File: src/rtl/bits_to_bytes_stream.sv
// Packs a little-endian bit stream of IN_W-bit beats into OUT_BYTES-byte words.
// Optional BTB_PAD_ERR_EN adds a pad_err pulse when a message ends mid-byte.
module bits_to_bytes_stream #(
  parameter int IN_W      = 1,
  parameter int OUT_BYTES = 1
) (
  input  logic                               clk,
  input  logic                               rst,
  input  logic                               in_valid,
  output logic                               in_ready,
  input  logic [IN_W-1:0]                    in_bits,
  input  logic                               in_last,
  output logic                               out_valid,
  input  logic                               out_ready,
  output logic [8*OUT_BYTES-1:0]             out_data,
  output logic                               out_last,
  output logic [$clog2(OUT_BYTES+1)-1:0]     out_nbytes
`ifdef BTB_PAD_ERR_EN
  ,
  output logic                               pad_err
`endif
);

  localparam int W     = 8 * OUT_BYTES;
  localparam int CNT_W = $clog2(W + 1);
  localparam int NB_W  = $clog2(OUT_BYTES + 1);
  localparam logic [CNT_W:0] ROUND_UP = 7;

  logic [W-1:0]     acc_p0;
  logic [CNT_W-1:0] cnt_p0;
  logic [CNT_W-1:0] fill;
  logic [W-1:0]     merged;
  logic             accept;
  logic             complete;

  // Bytes touched by nbits stream bits, i.e. ceil(nbits/8).
  function automatic logic [NB_W-1:0] bytes_used(input logic [CNT_W-1:0] nbits);
    logic [CNT_W:0] rounded;
    rounded = {1'b0, nbits} + ROUND_UP;
    return NB_W'(rounded >> 3);
  endfunction

  assign in_ready = !out_valid || out_ready;
  assign accept   = in_valid && in_ready;
  assign fill     = cnt_p0 + CNT_W'(IN_W);
  assign merged   = acc_p0 | (W'(in_bits) << cnt_p0);
  assign complete = accept && (in_last || fill == CNT_W'(W));

  // Stage p0: accumulator; cleared on completion so padding reads as zero
  always_ff @(posedge clk or posedge rst) begin
    if (rst) begin
      acc_p0 <= '0;
      cnt_p0 <= '0;
    end else if (accept) begin
      if (complete) begin
        acc_p0 <= '0;
        cnt_p0 <= '0;
      end else begin
        acc_p0 <= merged;
        cnt_p0 <= fill;
      end
    end
  end

  // Stage p1: output holding register, reloads back-to-back when drained
  always_ff @(posedge clk or posedge rst) begin
    if (rst) begin
      out_valid  <= 1'b0;
      out_data   <= '0;
      out_last   <= 1'b0;
      out_nbytes <= '0;
    end else if (complete) begin
      out_valid  <= 1'b1;
      out_data   <= merged;
      out_last   <= in_last;
      out_nbytes <= bytes_used(fill);
    end else if (out_valid && out_ready) begin
      out_valid  <= 1'b0;
    end
  end

`ifdef BTB_PAD_ERR_EN
  always_ff @(posedge clk or posedge rst) begin
    if (rst) begin
      pad_err <= 1'b0;
    end else begin
      pad_err <= accept && in_last && (fill[2:0] != 3'd0);
    end
  end
`endif

endmodule

File: config.mk
export PLATFORM = sky130hd
export DESIGN_NAME = bits_to_bytes_stream
export DESIGN_NICKNAME = d
export VERILOG_FILES = /design/src/rtl/bits_to_bytes_stream.sv
export SDC_FILE = /design/constraint.sdc
export NUM_CORES = 1
export LEC_CHECK = 0
export BUFFER_PORTS_ARGS = -buffer_cell sky130_fd_sc_hd__clkbuf_2
export CAP_MARGIN = 0
export CORE_ASPECT_RATIO = 1.2
export CORE_UTILIZATION = 59
export CTS_BUF_LIST = sky130_fd_sc_hd__clkbuf_16
export DETAILED_ROUTE_END_ITERATION = 7
export MAX_ROUTING_LAYER = met4
export PLACE_DENSITY = 0.82
export SYNTH_ARGS = -nofsm -noshare
export SYNTH_HDL_FRONTEND = slang
export SYNTH_SLANG_ARGS = --single-unit
File: constraint.sdc
create_clock -name clk -period 3.2 [get_ports clk]
set_input_delay 0.64 -clock clk [delete_from_list [all_inputs] [get_ports clk]]
set_output_delay 0.64 -clock clk [all_outputs]
set_load 0.02 [all_outputs]
==> results of run 1 <==
[cell families after synthesis]
| family | after synthesis | synth area share, % |
|---|---|---|
| compound gates | 37 | 21.30 |
| simple gates | 42 | 19.60 |
| buf+inv | 14 | 4.686 |
| mux | 5 | 4.366 |
| fa+ha+maj | 1 | 1.065 |
| flops | 23 | 48.99 |
[synthesized netlist by cell type (2+ instances only)]
cell	count	area, µm²
mux2i_1	4	40.04
a31oi_1	6	37.54
o21ai_0	6	30.03
a21oi_1	13	65.06
nand2_1	3	11.26
buf_2	2	10.01
nor2b_1	3	18.77
a211o_1	2	17.52
nand2b_1	2	12.51
inv_1	9	33.78
nor3_1	8	40.04
nand3_1	2	10.01
nor2_1	11	41.29
clkbuf_1	3	11.26
dfrtp_1	23	575.6
and3_1	2	12.51
[final cells by class]
| type | count | share of cell area [%] |
|---|---|---|
| clock buffer | 3 | 5.592 |
| timing repair buffer | 17 | 6.337 |
| multi-input combinational | 85 | 40.54 |
| sequential | 23 | 42.87 |
| inverter | 9 | 2.516 |
| clock inverter | 1 | 0.3728 |
| tap | 19 | 1.771 |
[flip-flops by register name (all words and copies together), names as in the netlist]
signal and flops:
cnt_p0 4, out_data 8, out_last 1, out_valid 1, acc_p0 8, out_nbytes 1
[metal layers]
metal / global-route usage (%) / wire length, µm / part of all wire (%)
met1: 28.23 / 1012 / 41
met2: 43.94 / 1317 / 53
met3: 5.654 / 106 / 4.3
met4: 9.896 / 45 / 1.8
met5: - / 0 / 0
[where the power goes]
group	switching [mW]	total, mW	internal, mW
Clock	0.0946	0.262	0.168
Sequential	0.0541	0.388	0.334
Combinational	0.137	0.227	0.0900
Total	0.286	0.877	0.591
[worst paths after layout]
check	end	from	slack, ns	depth (start not counted)
worst max-delay path	out_data[7]$_DFFE_PP0P_	cnt_p0[0]$_DFFE_PP0P_	1.01	5
worst min-delay path	out_last$_DFFE_PP0P_	out_last$_DFFE_PP0P_	0.49	1
worst max register to register	out_data[7]$_DFFE_PP0P_	cnt_p0[0]$_DFFE_PP0P_	1.01	5
worst min register to register	out_last$_DFFE_PP0P_	out_last$_DFFE_PP0P_	0.49	1
max in group asynchronous	cnt_p0[1]$_DFFE_PP0P_	rst	2.15	2
min in group asynchronous	out_data[4]$_DFFE_PP0P_	rst	0.53	2
[per-stage QoR]
step                power [mW]  std cells  utilization, %  worst slack (ns)
floorplan               0.5510        122               -             1.341
global placement        0.6040        153           68.22             1.083
detailed placement      0.6118        153           68.22            0.9976
CTS                     0.8792        157           72.55             1.030
global route            0.9205        157           72.55            0.8736
finish                  0.8775        157           72.55             1.011
==> metrics list, run 1 <==
* Rows: 17
- Number of antenna violations at the first check in global routing: 0
- Critical path's largest stage delay: 0.57 ns
- In the final design database the tool counted roughly 150 nets.
- Synthesized Nets: 129
- From synthesis to final layout, the design area changed by 14.27%.
* Cell variety after synth: 39
- Buffer and inverter count on the worst path: 0
- STA classifies the critical path startpoint as a flop.
- Number of nets still failing antenna checks after routing: 0
- The number of global-route vias before repair was just over 900.
* Overall global routing resource usage: around 25%
- The synthesized design contains 0 enable-type register cells.
- IO Port Bufs: 17
* Category of cells accounting for the largest share of critical-path delay: flip-flops
* Post-cts gate resize count: 0
- After global routing the overflow that remains totals 0.
- In this run the clock root is driven by a clkbuf_16.
- Async SR Flop Fraction: between 90% and 100%
- Final-layout fill cell count: 142
- Timing would allow up to 0.4568 GHz.
- STA puts the critical path data arrival time at approximately 2.3 ns.
* Pin count of the biggest net entering global routing: 24
* Number of failing setup endpoints in the final timing report: 0
* First-pass GRT wire length: about 4 mm
- The worst setup path is of the reg -> reg kind.
- The worst path in the final design needs a cycle of 2.189 ns, including I/O delays and setup.
- TritonCTS built the clock tree.
* Worst vdd ir: 413.5 µV
- For this configuration, the core starts out at a cell density of between 60% and 70%.
- Tightest Pin Transition: 0.8344 ns
- Crit share post-route: 68.41%
* Fraction of layout instances using a drive strength above 1: between 20% and 30%
* Commonest non-fill, non-tap cells in the layout: 23 x dfrtp_1, 17 x clkbuf_2, 13 x a21oi_1, 11 x nor2_1, 9 x inv_1
* Antenna Cells: 0
- Of all nets on the critical path, the largest fanout is 16.
* Number of vias after detailed routing: a little over 1000
- Average wire length per cell after detail routing: 15.80 µm
* I/O pin count: 18
* Final estimated routing congestion in global placement: 0.8639
- The run finished with clean final reports.
* Placed standard-cell area: about 1300 µm²
- Number of buffers on the longest clock path: 2
* Power per unit of standard cell area: around 650 nW/µm²
- Yosys printed 0 warnings.
- The multi-input combinational cells in the finished layout cover a total of 544.3 µm².
- In this run the post-CTS setup repair buffer count came out at 0.
* Req. time, crit path: between 3 and 4 ns
* Average cell area after synthesis: between 9 and 10 µm²
* CP cell instances: ha_1 > and2_2 > o2111ai_2 > o21ai_2 > mux2_1
- Post-Syn Area: 1175 µm²
* Sequential fraction of the synthesis area: between 40% and 50%
- Detailed Place HPWL: 1.684 mm
* LEAKAGE: around 0.63 nW
- After the first detailed-routing iteration, the DRC count stood at 43.
- Headroom to the max-slew limit came out at 44.31%.
- Die boundary height: 50.89 µm
- The total count of hold-check failures in the final report came to 0.
- Die Outline Area: about 2200 µm²
- Across the routed clock network, the largest skew measured is 0.005136 ns.
- CTS HTree Levels: 1
- Total negative slack for setup checks: 0 ns
* Final count of pins violating max slew: 0
- Vias per std cell: 6.427
- Synthesis inferred 23 register bits.
- Leading cell type in the layout, fill and taps excluded: dfrtp_1
- The number of clock buffers added by TritonCTS is 3.
* TritonRoute pass-1 iters: 4
- Hold-fix buffers at CTS: 0
- Drt drc: 0
- For this design, the slowest cell found on the critical path is dfrtp_1.
- The worst hold path belongs to the class reg -> reg.
- Clock Sink Count: 23
- The region available for standard cell placement spans 1851 µm².
- Max-cap violations in this run came to 0.
- For the worst-skew pair, the clock arrives at the later sink with an insertion delay of roughly 0.25 ns.
* Worst hold slack: slightly below 0.5 ns
- Among all flip-flop cells after synthesis, the most frequent one is dfrtp_1.
- In this run the horizontal extent of the chip is between 40 and 50 µm.
- STA classifies the critical path endpoint as a flop.
- Clk pin slew, worst setup/hold paths: about 0.06 ns
* Area occupied by registers: 575.6 µm²
- The finished cells cover around 1300 µm².
- Cell count after synthesis: between 100 and 150
* RSZ-0062 raised after global routing: false
* Total wirelength of the detailed-routed design: 2.481 mm
(Power assumes the default switching activity.)
==> inputs of run 2 (changes only) <==
--- a/config.mk
+++ b/config.mk
@@ -5,14 +5,15 @@
 export SDC_FILE = /design/constraint.sdc
 export NUM_CORES = 1
 export LEC_CHECK = 0
+export ABC_AREA = 1
 export BUFFER_PORTS_ARGS = -buffer_cell sky130_fd_sc_hd__clkbuf_2
 export CAP_MARGIN = 0
 export CORE_ASPECT_RATIO = 1.2
-export CORE_UTILIZATION = 59
+export CORE_UTILIZATION = 50
 export CTS_BUF_LIST = sky130_fd_sc_hd__clkbuf_16
 export DETAILED_ROUTE_END_ITERATION = 7
 export MAX_ROUTING_LAYER = met4
-export PLACE_DENSITY = 0.82
+export PLACE_DENSITY = 0.74
 export SYNTH_ARGS = -nofsm -noshare
 export SYNTH_HDL_FRONTEND = slang
 export SYNTH_SLANG_ARGS = --single-unit
==> constraint.sdc (replaced) <==
create_clock -name clk -period 1.9 [get_ports clk]
set_input_delay 0.38 -clock clk [delete_from_list [all_inputs] [get_ports clk]]
set_output_delay 0.38 -clock clk [all_outputs]
set_load 0.02 [all_outputs]
==> run 2 against run 1 <==
Compared with the run above: wire length down 6.8%; utilization fell by 13 points; via count down 2.3%; synthesized cell count grew 20%; combinational power grew to 2.9 times the previous value; highest routed layer unchanged; flip-flop and latch count did not move; fmax grew 37%; critical path depth is 2 higher.
==> metrics list, run 2 <==
* Vias in the first global route: 926 (-0.75%)
* Top cells by area, synth: dfrtp_1 45%, nand2_1 11%, nor2_1 6.8%
* Switching share of power: 38.52% (+5.9 points)
- Cell variety after synth: 23 (-41%)
- Buffers inserted by post-CTS timing repair: 0 (unchanged)
- Clock tree skew after final layout: 0.003414 ns (-0.001721 ns)
- Average cell area after synthesis: 8.707 µm² (-9.6%)
- In this run the worst hold path is classified as in -> async.
* Number of buffers on the longest clock path: 2 (unchanged)
- Async SR Flop Fraction: 100.0% (unchanged)
* CORE AREA: 2354 µm² (+27%)
* Maximum capacitance violations: 0 (unchanged)
* Worst hold slack: 0.1341 ns (-0.3570 ns)
* Clock Root Buffer: clkbuf_16
- Fraction of layout instances using a drive strength above 1: 23.60% (+2.6 points)
* Die boundary height: 57.24 µm (+12%)
- The total detailed-routing wirelength is 2.312 mm (-6.8%).
- The sequential group share of total power was 41.3% (-2.9 points).
* Maximum fanout along the worst path: 17 (+1)
* Upper clock frequency limit: 0.6250 GHz (+37%)
* RSZ-0062 raised after global routing: false
- Dominant synthesized flop cell: dfrtp_1
* Drt drc: 0 (unchanged)
- Pin count of the biggest net entering global routing: 24 (unchanged)
- The internal power is 1.159 mW (+96%).
- The final weighted congestion of routability-driven global placement is 0.8834 (+2.3%).
- The clock transition time at the flip-flop clock pins of the worst setup and hold paths is 0.06 ns (about the same).
* Synthesized Nets: 153 (+19%)
- Final-layout fill cell count: 197 (+39%)
* Yosys synthesis warning count: 0 (unchanged)
- The initial core utilization came to 54.01% (-9.5 points).
* Count of state elements after synthesis: 23 (unchanged)
- The measured slew at the worst slew-check pin was 0.3760 ns (-0.4584 ns).
* Commonest non-fill, non-tap cells in the layout: 36 x nand2_1, 23 x nor2_1, 23 x dfrtp_1, 17 x clkbuf_2, 14 x nand3_1
* Number of vias after detailed routing: 986 (-2.3%)
- The initial antenna violation count came to 0 (unchanged).
- The number of hold buffers added after CTS was 0 (unchanged).
- IO Port Bufs: 17 (unchanged)
- Post-cts gate resize count: 0 (unchanged)
- The worst vdd rail ir drop came to 776.8 µV (+88%).
* Number of synthesized flops with an enable pin: 0 (unchanged)
- Number of nets still failing antenna checks after routing: 0 (unchanged)
- I/O pin count: 18 (unchanged)
- Clock Sink Count: 23 (unchanged)
- The most common cell in the synthesized netlist is nand2_1.
* Leading cell type in the layout, fill and taps excluded: nand2_1
* Post-layout minimum cycle time: 1.600 ns (-0.5889 ns)
- The commonest cells after synthesis are 36 x nand2_1, 23 x dfrtp_1, 23 x nor2_1, 14 x nand3_1, 12 x inv_1.
* Power per unit of standard cell area: 1336 nW/µm² (+100%)
* Slew headroom: 74.93% (+31 points)
* Global route overflow: 0 (unchanged)
- Number of cells in the finished layout apart from fillers: 192 (+22%)
* Number of failing setup endpoints in the final timing report: 0 (unchanged)
- Signal arrival time at the worst endpoint: 1.79 ns (-0.53 ns)
* Total negative slack for setup checks: 0 ns (unchanged)
- Sequential fraction of the synthesis area: 45.28% (-3.7 points)
- The number of cell rows was 19 (+2).
* Cell type with the largest total area after synthesis: dfrtp_1
* Antenna Cells: 0 (unchanged)
- The wire length of the first global-routing pass was 3.822 mm (-4.6%).
- Floorplan die width: 48.03 µm (+12%)
- Hold Vio Cnt, Final: 0 (unchanged)
- TritonCTS built the clock tree.
* Outcome: finished clean
- Area added between synthesis and finish: 11.02%
- STA classifies the critical path startpoint as a flop.
* Crit share post-route: 84.22% (+16 points)
* Cell count after synthesis: 146 (+20%)
* Final Net Count: 169 (+16%)
- Post-Syn Area: 1271 µm² (+8.2%)
* Power share of the clock group: 23.8% (-6.1 points)
* Pre-CTS worst setup slack: 0.3185 ns (-0.6790 ns)
- The combined global-route utilization of all metal layers came to 19.96% (-5.4 points).
- Combinational power share: 34.9% (+9.0 points)
- Registers with the most flip-flops: acc_p0 x8, out_data x8, cnt_p0 x4
- The critical path is of the reg -> reg type.
* Req. time, crit path: 2.09 ns (-1.24 ns)
- TritonRoute pass-1 iters: 4 (unchanged)
* CTS HTree Levels: 1 (unchanged)
* Top cell type's share of synthesized area: 45.28% (-3.7 points)
* Inserted Clock Buffers: 3 (unchanged)
- Final worst-path setup slack: 0.2999 ns (-0.7111 ns)
- Later-pin clock latency in the skew report: 0.25 ns (about the same)
* Final count of pins violating max slew: 0 (unchanged)
- LEAKAGE: 0.7813 nW (+24%)
* Number of DRC violations after detailed-routing iteration 0: 24 (-44%)
* Switch Pwr: 726.2 µW (+150%)
* Die Outline Area: 2749 µm² (+26%)
- The placed wire-length estimate after detailed placement was 1.735 mm (+3.0%).
- The final cell utilization of the core was 59.97% (-13 points).
- The detail-routed via count per cell was 5.135 (-20%).
* Cell Count Post-Placement: 188 (+23%)
* Average wire length per cell after detail routing: 12.04 µm (-24%)
- STA classifies the critical path endpoint as a flop.
run 2: cell families after synthesis:
| logic type | count (synthesis) | synth area share, % |
|---|---|---|
| compound gates | 10 | 4.526 |
| fa+ha+maj | 1 | 0.9841 |
| flops | 23 | 45.28 |
| buf+inv | 20 | 9.843 |
| simple gates | 92 | 39.37 |
run 2: metal layers:
metal | global-route usage (%) | share of wire, % | vias up | wire [µm]
li1 | - | - | 492 | -
met2 | 30.89 | 48 | 32 | 1121
met3 | 2.848 | 3.1 | 8 | 72
met1 | 25.46 | 46 | 454 | 1061
met5 | - | 0 | - | 0
met4 | 8.333 | 2.5 | 0 | 57
run 2: worst paths after layout:
| check | startpoint | to | slack, ns | depth (start not counted) |
|---|---|---|---|---|
| worst max-delay path | cnt_p0[0]$_DFFE_PP0P_ | out_data[1]$_DFFE_PP0P_ | 0.30 | 7 |
| worst min-delay path | rst | out_nbytes$_DFFE_PP0P_ | 0.13 | 3 |
| worst max register to register | cnt_p0[0]$_DFFE_PP0P_ | out_data[1]$_DFFE_PP0P_ | 0.30 | 7 |
| worst min register to register | out_last$_DFFE_PP0P_ | out_last$_DFFE_PP0P_ | 0.47 | 2 |
| max in group asynchronous | rst | cnt_p0[0]$_DFFE_PP0P_ | 1.54 | 3 |
| min in group clk | out_last$_DFFE_PP0P_ | out_last$_DFFE_PP0P_ | 0.47 | 2 |
run 2: area by class of cell:
type | count | area, µm² | share of cell area (%)
tap | 31 | 38.79 | 2.748
clock inverter | 1 | 5.005 | 0.3546
timing repair buffer | 18 | 92.59 | 6.560
sequential | 23 | 575.6 | 40.78
clock buffer | 3 | 75.07 | 5.319
inverter | 13 | 53.80 | 3.812
multi-input combinational | 103 | 570.5 | 40.43
run 2: worst max-delay path: stages (launching register included):
cell,delay (ns)
dfrtp_1,0.56
ha_1,0.24
nand2_1,0.07
inv_1,0.13
nand3_4,0.21
nand2_8,0.18
nand2_1,0.08
nand2_1,0.06
run 2: stage by stage:
stage	area [µm²]	power (mW)
floorplan	1271	1.312
global placement	1331	1.430
detailed placement	1331	1.444
CTS	1411	1.895
global route	1411	2.010
finish	1411	1.885
run 2: power by group through the flow:
stage / registers (mW) / logic [mW] / clock network, mW
floorplan: 0.790 / 0.522 / 0
finish: 0.778 / 0.658 / 0.449
global route: 0.800 / 0.730 / 0.480
detailed placement: 0.786 / 0.658 / 0
global placement: 0.778 / 0.652 / 0
CTS: 0.777 / 0.664 / 0.455
==> inputs of run 3 (changes only) <==
--- a/config.mk
+++ b/config.mk
@@ -9,11 +9,11 @@
 export BUFFER_PORTS_ARGS = -buffer_cell sky130_fd_sc_hd__clkbuf_2
 export CAP_MARGIN = 0
 export CORE_ASPECT_RATIO = 1.2
-export CORE_UTILIZATION = 50
+export CORE_UTILIZATION = 55
 export CTS_BUF_LIST = sky130_fd_sc_hd__clkbuf_16
 export DETAILED_ROUTE_END_ITERATION = 7
 export MAX_ROUTING_LAYER = met4
-export PLACE_DENSITY = 0.74
+export PLACE_DENSITY = 0.77
 export SYNTH_ARGS = -nofsm -noshare
 export SYNTH_HDL_FRONTEND = slang
 export SYNTH_SLANG_ARGS = --single-unit
==> constraint.sdc (replaced) <==
create_clock -name clk -period 1.58 [get_ports clk]
set_input_delay 0.316 -clock clk [delete_from_list [all_inputs] [get_ports clk]]
set_output_delay 0.316 -clock clk [all_outputs]
set_load 0.02 [all_outputs]
==> run 3 against run 2 <==
Compared with the run above: worst hold slack worse by 0.058 ns; register-to-register slack worse by 0.15 ns; critical path type unchanged; fmax up 12%; highest routed layer unchanged.
==> metrics list, run 3 (synthesis results as in run 2) <==
- Buffer and inverter count on the worst path: 1 (unchanged)
- TritonRoute pass-1 iters: 4 (unchanged)
* Signal arrival time at the worst endpoint: 1.57 ns (-0.22 ns)
- The clock latency at the later pin of the worst-skew pair is 0.25 ns (about the same).
* TritonCTS clock tree: built
* Number of buffers on the longest clock path: 2 (unchanged)
- Post-cts gate resize count: 0 (unchanged)
* Commonest non-fill, non-tap cells in the layout: 36 x nand2_1, 23 x nor2_1, 22 x dfrtp_1, 17 x clkbuf_2, 14 x nand3_1
- Hold Vio Cnt, Final: 0 (unchanged)
- The path class of the tightest hold or removal check is in -> async.
* Category of cells accounting for the largest share of critical-path delay: simple AND/OR/NAND/NOR gates
* Setup Crit Path Kind: reg -> reg
* Maximum capacitance violations: 0 (unchanged)
- The highest attainable clock frequency is 0.7014 GHz (+12%).
* Leading cell type in the layout, fill and taps excluded: nand2_1
* Power per unit of standard cell area: 1614 nW/µm² (+21%)
- The post-route DRC violation count came to 0 (unchanged).
- The total of buffers placed on input and output ports is 17 (unchanged).
* Final worst-path setup slack: 0.1542 ns (-0.1457 ns)
- Inserted Clock Buffers: 3 (unchanged)
- CP cell instances: nor2_1 > inv_1 > nor2_1 > or2_2 > nand2_1 > nand2_1
- The I/O pin count is 18 (unchanged).
- The total die area is 2508 µm² (-8.8%).
- Clock Sink Count: 23 (unchanged)
- Final Net Count: 171 (+1.2%)
- Outcome: finished clean
- The chip width was 45.89 µm (-4.5%).
* Global route overflow: 0 (unchanged)
* Worst vdd ir: 933.6 µV (+20%)
- The number of H-tree levels is 1 (unchanged).
- Final count of pins violating max slew: 0 (unchanged)
- Detailed Place HPWL: 1.768 mm (+1.9%)
- Worst Setup Start Kind: flop
- Cell with the largest stage delay on the worst path: dfrtp_1
- Slew headroom: 74.61% (-0.33 points)
- Total wirelength of the detailed-routed design: 2.361 mm (+2.1%)
* Tightest Pin Transition: 0.3809 ns (+0.004918 ns)
- Rows: 18 (-1)
- Die boundary height: 54.67 µm (-4.5%)
- Area added between synthesis and finish: 12.11%
- Setup repair after global routing left no endpoint under its margin.
- The required time of the worst setup path came to 1.72 ns (-0.37 ns).
- The share of the clock period used by the worst path after layout was 90.24% (+6.0 points).
- The initial core utilization came to 60.05% (+6.0 points).
* Pre-CTS worst setup slack: 0.1780 ns (-0.1406 ns)
* Fraction of layout instances using a drive strength above 1: 24.54% (+0.94 points)
- Number of nets still failing antenna checks after routing: 0 (unchanged)
* Number of DRC violations after detailed-routing iteration 0: 35 (+46%)
* Post-layout minimum cycle time: 1.426 ns (-0.1743 ns)
- Average wire length per cell after detail routing: 12.23 µm (+1.6%)
- The count of antenna diodes in the layout is 0 (unchanged).
* Vias in the first global route: 967 (+4.4%)
- Worst hold slack: 0.07612 ns (-0.05796 ns)
- The detail-routed via count per cell is 5.192 (+1.1%).
- The final cell utilization of the core is 67.32% (+7.3 points).
* Total negative slack for setup checks: 0 ns (unchanged)
- The final worst clock skew came to 0.001355 ns (-0.002059 ns).
- Buffers inserted by post-CTS timing repair: 0 (unchanged)
- Number of failing setup endpoints in the final timing report: 0 (unchanged)
- The combined global-route utilization of all metal layers came to 24.61% (+4.6 points).
- First-pass GRT wire length: 4.291 mm (+12%)
* Critical path's largest stage delay: 0.57 ns (about the same)
- Hold-fix buffers at CTS: 0 (unchanged)
- The clock transition time at the flip-flop clock pins of the worst setup and hold paths came to 0.06 ns (about the same).
- Registers with the most flip-flops: acc_p0 x8, out_data x8, cnt_p0 x4
- The standby leakage power was 0.7915 nW (+1.3%).
- Number of vias after detailed routing: 1002 (+1.6%)
- The core outline area was 2117 µm² (-10%).
* PnR Total Power: 2.300 mW (+22%)
* Final estimated routing congestion in global placement: 0.8623 (-2.4%)
- CTS placed an instance of clkbuf_16 at the clock tree root.
* Number of antenna violations at the first check in global routing: 0 (unchanged)
* Kind of end point of the critical path: flop
* Pin count of the biggest net entering global routing: 24 (unchanged)
- Maximum fanout along the worst path: 8 (-9)
- The layout filler cell count was 192 (-2.5%).
==> run 3: cell types whose count changed in the layout (fill, tap and decap cells not counted) <==
cell,delta
dfrtp_2,+1
buf_4,+2
inv_1,+1
clkinv_2,-1
dfrtp_1,-1
==> run 3: path summary, 6_finish.rpt <==
check,start,to,slack [ns],depth (start not counted)
worst max-delay path,cnt_p0[2]$_DFFE_PP0P_,out_data[2]$_DFFE_PP0P_,0.15,6
worst min-delay path,rst,out_data[2]$_DFFE_PP0P_,0.08,3
worst max register to register,cnt_p0[2]$_DFFE_PP0P_,out_data[2]$_DFFE_PP0P_,0.15,6
worst min register to register,out_last$_DFFE_PP0P_,out_last$_DFFE_PP0P_,0.47,2
max in group asynchronous,rst,cnt_p0[1]$_DFFE_PP0P_,1.27,3
min in group clk,out_ready,out_valid$_DFFE_PP0P_,0.40,4
==> run 3: metrics by stage <==
step / area [µm²] / std cells
4_1_cts: 1424 / 193
3_3_place_gp: 1345 / 189
6_report: 1425 / 193
2_1_floorplan: 1271 / 146
3_5_place_dp: 1345 / 189
5_1_grt: 1425 / 193
==> run 3: worst reg2reg max path: stages (launching register included) <==
cell	delay, ns
dfrtp_1	0.57
nor2_1	0.18
inv_1	0.11
nor2_1	0.06
or2_2	0.28
nand2_1	0.08
nand2_1	0.05
==> run 3: layout make-up <==
cell class | count | area, µm² | area share (%)
clock buffers | 3 | 75.07 | 5.268
clock inverters | 1 | 3.754 | 0.2634
inverters | 13 | 53.80 | 3.775
multi-input cells | 103 | 570.5 | 40.04
flip-flops and latches | 23 | 576.8 | 40.47
well taps | 30 | 37.54 | 2.634
repair buffers | 20 | 107.6 | 7.550
==> run 3: where the power goes <==
part | internal (mW) | switching [mW] | total [mW] | leakage [nW]
Combinational | 0.322 | 0.545 | 0.867 | 0.449
Sequential | 0.759 | 0.147 | 0.906 | 0.301
Clock | 0.337 | 0.191 | 0.528 | 0.0423
==> run 3: per-layer routing <==
| layer | track usage [%] | routed length [µm] | vias up |
|---|---|---|---|
| li1 | - | - | 495 |
| met1 | 30.98 | 1058 | 470 |
| met2 | 39.67 | 1152 | 28 |
| met3 | 2.970 | 80 | 9 |
| met4 | 10.29 | 70 | 0 |
| met5 | - | 0 | - |
